**src/rtl/spi_master.sv**
```systemverilog
// SPI mode-0 initiator: drives sclk/cs, shifts a WIDTH-bit word out on mosi MSB-first,
// and captures WIDTH bits from miso on the sclk rising edges.
module spi_master #(
  parameter int unsigned WIDTH  = 8,  // bits per transaction, >= 2
  parameter int unsigned CLKDIV = 4   // clk cycles per sclk half-period, >= 1
) (
  input  logic             clk,
  input  logic             reset,
  input  logic             start,
  input  logic [WIDTH-1:0] txData,
  input  logic             miso,
  output logic             sclk,
  output logic             mosi,
  output logic             cs,
  output logic [WIDTH-1:0] rxData,
  output logic             busy,
  output logic             done
);

  localparam int unsigned DivW = (CLKDIV > 1) ? $clog2(CLKDIV) : 1;
  localparam int unsigned CntW = $clog2(WIDTH + 1);

  localparam logic [DivW-1:0] DivLast = DivW'(CLKDIV - 1);
  localparam logic [CntW-1:0] BitLast = CntW'(WIDTH - 1);

  typedef enum logic [2:0] {
    StIdle,
    StSetup,
    StHigh,
    StLow,
    StFinish
  } spiState;

  spiState          stateQ, stateD;
  logic [DivW-1:0]  divcntQ, divcntD;
  logic [CntW-1:0]  bitcntQ, bitcntD;
  logic [WIDTH-1:0] shregQ, shregD;
  logic [WIDTH-1:0] rxDataQ, rxDataD;
  logic             sampleQ, sampleD;
  logic             finHoldQ, finHoldD;
  logic             sclkQ, sclkD;
  logic             mosiQ, mosiD;
  logic             csQ, csD;
  logic             busyQ, busyD;
  logic             doneQ, doneD;

  logic             tick;

  // A phase tick closes every CLKDIV-cycle half-period of sclk.
  assign tick = (divcntQ == DivLast);

  // State and output registers; reset aborts any transfer immediately.
  always_ff @(posedge clk or posedge reset) begin
    if (reset) begin
      stateQ   <= StIdle;
      divcntQ  <= '0;
      bitcntQ  <= '0;
      shregQ   <= '0;
      rxDataQ  <= '0;
      sampleQ  <= 1'b0;
      finHoldQ <= 1'b0;
      sclkQ    <= 1'b0;
      mosiQ    <= 1'b0;
      csQ      <= 1'b1;
      busyQ    <= 1'b0;
      doneQ    <= 1'b0;
    end else begin
      stateQ   <= stateD;
      divcntQ  <= divcntD;
      bitcntQ  <= bitcntD;
      shregQ   <= shregD;
      rxDataQ  <= rxDataD;
      sampleQ  <= sampleD;
      finHoldQ <= finHoldD;
      sclkQ    <= sclkD;
      mosiQ    <= mosiD;
      csQ      <= csD;
      busyQ    <= busyD;
      doneQ    <= doneD;
    end
  end

  // Next-state logic: sequencing of setup, sclk high/low phases and the cs hold.
  always_comb begin
    stateD   = stateQ;
    bitcntD  = bitcntQ;
    shregD   = shregQ;
    rxDataD  = rxDataQ;
    sampleD  = sampleQ;
    finHoldD = finHoldQ;
    sclkD    = sclkQ;
    mosiD    = mosiQ;
    csD      = csQ;
    busyD    = busyQ;
    doneD    = 1'b0;

    // Divider free-runs while a transfer is active and restarts at zero from idle,
    // so every transfer has the same phase alignment.
    if (stateQ == StIdle) begin
      divcntD = '0;
    end else if (tick) begin
      divcntD = '0;
    end else begin
      divcntD = divcntQ + DivW'(1);
    end

    unique case (stateQ)
      StIdle: begin
        if (start) begin
          shregD  = txData;
          csD     = 1'b0;
          busyD   = 1'b1;
          mosiD   = txData[WIDTH-1];
          bitcntD = '0;
          stateD  = StSetup;
        end
      end

      // First bit is already on mosi; wait one half-period before the first rise.
      StSetup: begin
        sclkD = 1'b0;
        if (tick) begin
          sclkD   = 1'b1;
          sampleD = miso;
          stateD  = StHigh;
        end
      end

      // Falling edge: commit the sampled bit and present the next mosi bit.
      StHigh: begin
        if (tick) begin
          sclkD   = 1'b0;
          shregD  = {shregQ[WIDTH-2:0], sampleQ};
          bitcntD = bitcntQ + CntW'(1);
          if (bitcntQ == BitLast) begin
            finHoldD = 1'b0;
            stateD   = StFinish;
          end else begin
            mosiD  = shregQ[WIDTH-2];
            stateD = StLow;
          end
        end
      end

      StLow: begin
        if (tick) begin
          sclkD   = 1'b1;
          sampleD = miso;
          stateD  = StHigh;
        end
      end

      // cs stays low with sclk idle for a full sclk period after the last fall.
      StFinish: begin
        if (tick) begin
          if (!finHoldQ) begin
            finHoldD = 1'b1;
          end else begin
            csD     = 1'b1;
            rxDataD = shregQ;
            doneD   = 1'b1;
            busyD   = 1'b0;
            mosiD   = 1'b0;
            stateD  = StIdle;
          end
        end
      end

      default: begin
        stateD = StIdle;
      end
    endcase
  end

  assign sclk   = sclkQ;
  assign mosi   = mosiQ;
  assign cs     = csQ;
  assign rxData = rxDataQ;
  assign busy   = busyQ;
  assign done   = doneQ;

endmodule
```
**config.mk**
```make
export PLATFORM = sky130hd
export DESIGN_NAME = spi_master
export DESIGN_NICKNAME = d
export VERILOG_FILES = /design/src/rtl/spi_master.sv
export SDC_FILE = /design/constraint.sdc
export NUM_CORES = 1
export LEC_CHECK = 0
export ABC_AREA = 1
export BUFFER_PORTS_ARGS = -buffer_cell sky130_fd_sc_hd__buf_4
export CORE_UTILIZATION = 55
export DETAILED_ROUTE_END_ITERATION = 8
export PLACE_DENSITY_LB_ADDON = 0.2
export RECOVER_POWER = 100
export SETUP_SLACK_MARGIN = 0.4
export SYNTH_ARGS = -nofsm -noshare
export SYNTH_HDL_FRONTEND = slang
export SYNTH_SLANG_ARGS = --single-unit
```
**constraint.sdc**
```tcl
create_clock -name clk -period 1.55 [get_ports clk]
set_input_delay 0.0775 -clock clk [delete_from_list [all_inputs] [get_ports clk]]
set_output_delay 0.0775 -clock clk [all_outputs]
set_load 0.03 [all_outputs]
```
==> results of run 1 <==
[registers in the layout, indices dropped and copies added, names as in the netlist]
name / count
bitcntQ: 4
rxData: 8
done: 1
shregQ: 8
sampleQ: 1
sclk: 1
stateQ: 3
divcntQ: 2
cs: 1
finHoldQ: 1
mosi: 1
busy: 1
[power by group through the flow]
stage / Clock, mW / Combinational (mW) / Sequential, mW
final: 0.737 / 2.45 / 1.23
after global routing: 0.772 / 2.63 / 1.25
after CTS: 0.723 / 1.59 / 1.21
after detailed placement: 0 / 1.40 / 1.23
after global placement: 0 / 1.34 / 1.22
after floorplan: 0 / 1.07 / 1.27
[how the worst max path moves through the flow]
stage,startpoint,to,slack [ps],cells after the start
floorplan,stateQ[1],shregQ[0],330,7
global placement,stateQ[0],bitcntQ[0],210,7
detailed placement,stateQ[0],bitcntQ[0],160,7
CTS,stateQ[1],rxData[5],240,3
global route,stateQ[0],stateQ[1],90,8
finish,stateQ[0],cs,130,5
[per-layer routing]
layer,vias up,global-route usage,share of wire
li1,696,-,-
met1,740,0.312,0.39
met2,71,0.396,0.52
met3,13,0.0726,0.067
met4,0,0.118,0.028
met5,-,0,0
[what timing repair did]
item                                    in CTS  in global routing
gates resized for setup                      6                 47
buffers inserted                             5                 13
hold buffers                                 1                  1
endpoints found under the setup margin      30                 33
pin swaps                                    1                 13
cloned                                       0                  3
hold endpoints to repair                    31                  1
[tightest hold or removal path, stage by stage]
cell and delay [ps]:
buf_4 90, nand3_1 80, o211ai_1 80
[through the flow]
step,total power [mW],utilization
after floorplan,2.34,-
after global placement,2.56,0.654
after detailed placement,2.63,0.654
after CTS,3.52,0.717
after global routing,4.65,0.816
final,4.42,0.816
[cell usage in the layout, fill, tap and decap left out, drive strengths merged, types with 4 or more instances in the layout]
cell type and n:
nand4 4, nand2 57, o21ai 30, nand3 14
inv 23, nor2 10, buf 31, clkbuf 23
dfrtp 31
[cell type report]
type | instances | area share
clock inverters | 1 | 0.0135
flip-flops and latches | 32 | 0.360
inverters | 24 | 0.0471
repair buffers | 49 | 0.180
clock buffers | 7 | 0.0292
well taps | 31 | 0.0174
multi-input cells | 124 | 0.353
[cell families (layout without fill, tap and decap cells)]
group / count (synthesis) / count (layout) / share of synthesized area
AO/OA/AOI/OAI: 34 / 34 / 0.131
XOR/XNOR: 1 / 1 / 0.00558
adder cells (fa/ha/maj): 2 / 2 / 0.0159
buffers and inverters: 29 / 81 / 0.0876
flip-flops: 32 / 32 / 0.511
AND/OR/NAND/NOR: 86 / 87 / 0.249
==> impl_metrics.env, run 1 <==
export IMPL_status="finished, final reports clean"
export IMPL_synth_edf_count=0
export IMPL_slowest_stage="dfrtp_1"
export IMPL_fin_crit_sh=0.916
export IMPL_switching_share=0.425
export IMPL_antenna_found_initial=0
export IMPL_rr_startpoint="stateQ[0]"
export IMPL_max_slew_margin_rel=0.512
export IMPL_synth_area_top_cells="dfrtp_1, nand2_1, o21ai_0, inv_1, o21ai_2"
export IMPL_ctsRootBufferMaster="clkbuf_4"
export IMPL_ys_flop_type="dfrtp_1"
export IMPL_final_area_um2=2230
export IMPL_hold_depth=3
export IMPL_worst_slew_pin_slew_ps=733
export IMPL_slowest_delay_ps=490
export IMPL_cts_buffers=5
export IMPL_placed_area_um2=1790
export IMPL_r2r_end="cs"
export IMPL_min_delay_start="start"
export IMPL_clkSinkCount=32
export IMPL_hold_viol=0
export IMPL_arrival_ps=1720
export IMPL_fmax_mhz=704
export IMPL_htreeDepth=2
export IMPL_synth_most_common_cell="nand2_1"
export IMPL_endpoint_kind="register"
export IMPL_stdcell_count=268
export IMPL_grt_pass1_vias=1299
export IMPL_dp_cells=237
export IMPL_yosys_warnings=0
export IMPL_pin_count=25
export IMPL_synthToLayoutAreaGrowth_pct=42.0
export IMPL_syn_inst=184
export IMPL_syn_area_um2=1570
export IMPL_syn_num_nets=198
export IMPL_layout_nets=250
export IMPL_cp_buffers_inverters=2
export IMPL_rows=19
export IMPL_firstDrtPassIters=6
export IMPL_fillers=166
export IMPL_diodes=0
export IMPL_r2r_slack_ps=130
export IMPL_clkPwrFrac=0.167
export IMPL_avgSynthCellArea_um2=8.53
export IMPL_die_x_um=55.4
export IMPL_ys_async_sr_fraction=1.00
export IMPL_grt_overflow=0
export IMPL_cts_max_path_buffers=2
export IMPL_power_frac_seq=0.278
export IMPL_dieArea_um2=3070
export IMPL_floorplan_initialDensity=0.574
export IMPL_clkLatencyLatePin_ps=350
export IMPL_routed_via_count=1520
export IMPL_place_congestion=0.939
export IMPL_drc=0
export IMPL_p_switching_mw=1.88
export IMPL_fin_tns_setup_ps=0
export IMPL_ant_nets=0
export IMPL_post_route_worst_setup_slack_ps=130
export IMPL_dp_hpwl_mm=2.29
export IMPL_grt_max_degree=31
export IMPL_dr_first_iter_drc_count=106
export IMPL_finalClockSkew_ps=11.8
export IMPL_grt_total_usage=0.249
export IMPL_ir_worst_vdd_mv=1.60
export IMPL_synth_cell_types=24
export IMPL_wl_per_cell_um=17.1
export IMPL_final_layout_size_suffix_gt1_frac=0.359
export IMPL_core_area_um2=2730
export IMPL_startpoint_type="register"
export IMPL_r2r_cells=5
export IMPL_power_density_nw_per_um2=1980
export IMPL_p_int_mw=2.54
export IMPL_place_ws_ps=159
export IMPL_crit_fanout=8
export IMPL_cp_top_family="simple AND/OR/NAND/NOR gates"
export IMPL_hold_slack_ps=5.18
export IMPL_yosys_register_bits=32
export IMPL_grt_pass1_wl_mm=5.78
export IMPL_clk_pin_slew_ps=110
export IMPL_vias_per_cell=5.67
export IMPL_drv_cap=0
export IMPL_routed_wl_mm=4.60
export IMPL_slew_viol_final=0
export IMPL_hold_path_end="shregQ[7]"
export IMPL_setup_viol=0
export IMPL_pwr_share_comb=0.555
export IMPL_ys_seq_area_frac=0.511
export IMPL_yosysTopAreaCell="dfrtp_1"
export IMPL_finalCriticalPeriod_ps=1420
export IMPL_cts_tree="built"
export IMPL_cp_cell_sequence="nor2_4, buf_12, nand4_2, buf_4, nand2_1"
export IMPL_rsz0062_at_grt="true"
export IMPL_multi_input_area_um2=787
export IMPL_portBuffers=24
export IMPL_fp_dieH_um=55.4
export IMPL_netlist_top_cells_count="nand2_1, dfrtp_1, o21ai_0, inv_1, nand3_1"
export IMPL_seqCellArea_um2=803
export IMPL_min_path_type="input port to register"
export IMPL_leakage_nw=1.10
export IMPL_critPathRequiredTime_ps=1850
export IMPL_synth_top_area_frac=0.494
export IMPL_critPathKind="register to register"
(Power assumes the default switching activity.)
==> run 2: changes to the inputs <==
--- a/config.mk
+++ b/config.mk
@@ -9,9 +9,11 @@
 export BUFFER_PORTS_ARGS = -buffer_cell sky130_fd_sc_hd__buf_4
 export CORE_UTILIZATION = 55
 export DETAILED_ROUTE_END_ITERATION = 8
+export GPL_TIMING_DRIVEN = 0
 export PLACE_DENSITY_LB_ADDON = 0.2
 export RECOVER_POWER = 100
 export SETUP_SLACK_MARGIN = 0.4
+export SLEW_MARGIN = 0
 export SYNTH_ARGS = -nofsm -noshare
 export SYNTH_HDL_FRONTEND = slang
 export SYNTH_SLANG_ARGS = --single-unit
==> impl_metrics.env, run 2 (synthesis gave the netlist of run 1 again) <==
export IMPL_status="finished, final reports clean"
export IMPL_wl_met1_mm=1.93
export IMPL_endpoint_kind="register"
export IMPL_htreeDepth=2
export IMPL_highest_layer="met4"
export IMPL_finalCriticalPeriod_ps=1440
export IMPL_portBuffers=24
export IMPL_cts_tree="built"
export IMPL_drv_cap=0
export IMPL_leakage_nw=1.13
export IMPL_ctsRootBufferMaster="clkbuf_4"
export IMPL_final_layout_size_suffix_gt1_frac=0.430
export IMPL_crit_fanout=6
export IMPL_worst_slew_pin_slew_ps=512
export IMPL_setup_viol=0
export IMPL_core_area_um2=2730
export IMPL_placed_area_um2=1810
export IMPL_rows=19
export IMPL_power_density_nw_per_um2=1950
export IMPL_critPathKind="register to register"
export IMPL_grt_pass1_wl_mm=7.18
export IMPL_drc=0
export IMPL_finalClockSkew_ps=15.9
export IMPL_dr_wl_met2_mm=2.73
export IMPL_min_path_type="input port to register"
export IMPL_slew_viol_final=0
export IMPL_fin_tns_setup_ps=0
export IMPL_stdcell_count=273
export IMPL_grt_overflow=0
export IMPL_clk_pin_slew_ps=110
export IMPL_fmax_mhz=694
export IMPL_rsz0062_at_grt="true"
export IMPL_antenna_found_initial=0
export IMPL_routed_via_count=1621
export IMPL_dp_hpwl_mm=2.40
export IMPL_dp_cells=239
export IMPL_final_area_um2=2330
export IMPL_grt_total_usage=0.306
export IMPL_startpoint_type="register"
export IMPL_clkSinkCount=32
export IMPL_max_slew_margin_rel=0.657
export IMPL_cts_buffers=5
export IMPL_arrival_ps=1700
export IMPL_fp_dieH_um=55.4
export IMPL_diodes=0
export IMPL_fin_crit_sh=0.929
export IMPL_power_mw=4.56
export IMPL_clkLatencyLatePin_ps=340
export IMPL_floorplan_initialDensity=0.574
export IMPL_synthToLayoutAreaGrowth_pct=48.7
export IMPL_wl_per_cell_um=19.2
export IMPL_layout_nets=255
export IMPL_grt_pass1_vias=1546
export IMPL_routed_wl_mm=5.24
export IMPL_die_x_um=55.4
export IMPL_ant_nets=0
export IMPL_critPathRequiredTime_ps=1810
export IMPL_final_cell_mix="nand2_1, dfrtp_1, buf_4"
export IMPL_dr_first_iter_drc_count=104
export IMPL_routed_wl_met3_um=292
export IMPL_place_congestion=0.905
export IMPL_ir_worst_vdd_mv=1.57
export IMPL_firstDrtPassIters=5
export IMPL_pin_count=25
export IMPL_final_common_cell="nand2_1"
export IMPL_hold_viol=0
export IMPL_vias_per_cell=5.94
export IMPL_grt_max_degree=33
export IMPL_dieArea_um2=3070
export IMPL_cts_max_path_buffers=2
export IMPL_post_route_util=0.854
-- run 2: repair_timing --
action | CTS | global route
setup endpoints to repair | 29 | 33
hold buffers | 1 | 1
buffers inserted | 18 | 3
endpoints found under the hold margin | 1 | 13
gates cloned | 2 | 0
pin swaps | 13 | 11
resized for setup | 52 | 35
-- run 2: worst max-delay path, stage by stage (launching register included) --
cell and delay [ps]:
dfrtp_1 460, nor2_4 250, buf_6 150, nand4_4 120, clkbuf_2 220, o21ai_0 180
-- run 2: per-layer routing --
layer	global-route usage	vias to the layer above
met4	0.118	0
met5	0	-
met3	0.0539	28
met1	0.356	790
li1	-	704
met2	0.556	99
-- run 2: stage by stage --
step | hold WS (ps) | worst slack (ps)
2_1_floorplan | 193 | 330
3_3_place_gp | 330 | 182
3_5_place_dp | 340 | 112
4_1_cts | 6.63 | 231
5_1_grt | 35.4 | 98.2
6_report | 44.1 | 110
-- run 2: cell type report --
class / instances / area [um2]
multi-input combinational: 123 / 828
sequential: 32 / 803
timing repair buffer: 50 / 399
fill: 150 / 399
inverter: 24 / 113
clock buffer: 7 / 65.1
buffer: 5 / 57.6
tap: 31 / 38.8
clock inverter: 1 / 30.0
-- run 2: final timing paths --
check / start / end / slack (ps) / depth (start not counted)
max: stateQ[0] / rxData[1] / 110 / 5
min: txData[7] / shregQ[7] / 40 / 3
max reg2reg: stateQ[0] / rxData[1] / 110 / 5
min reg2reg: rxData[7] / rxData[7] / 510 / 2
max in group asynchronous: reset / cs / 490 / 4
min in group asynchronous: reset / rxData[2] / 250 / 3
-- run 2: power by group --
| part | total (mW) | switching (mW) | internal [mW] |
|---|---|---|---|
| clock network | 0.737 | 0.309 | 0.428 |
| logic | 2.59 | 1.51 | 1.09 |
| registers | 1.23 | 0.169 | 1.07 |
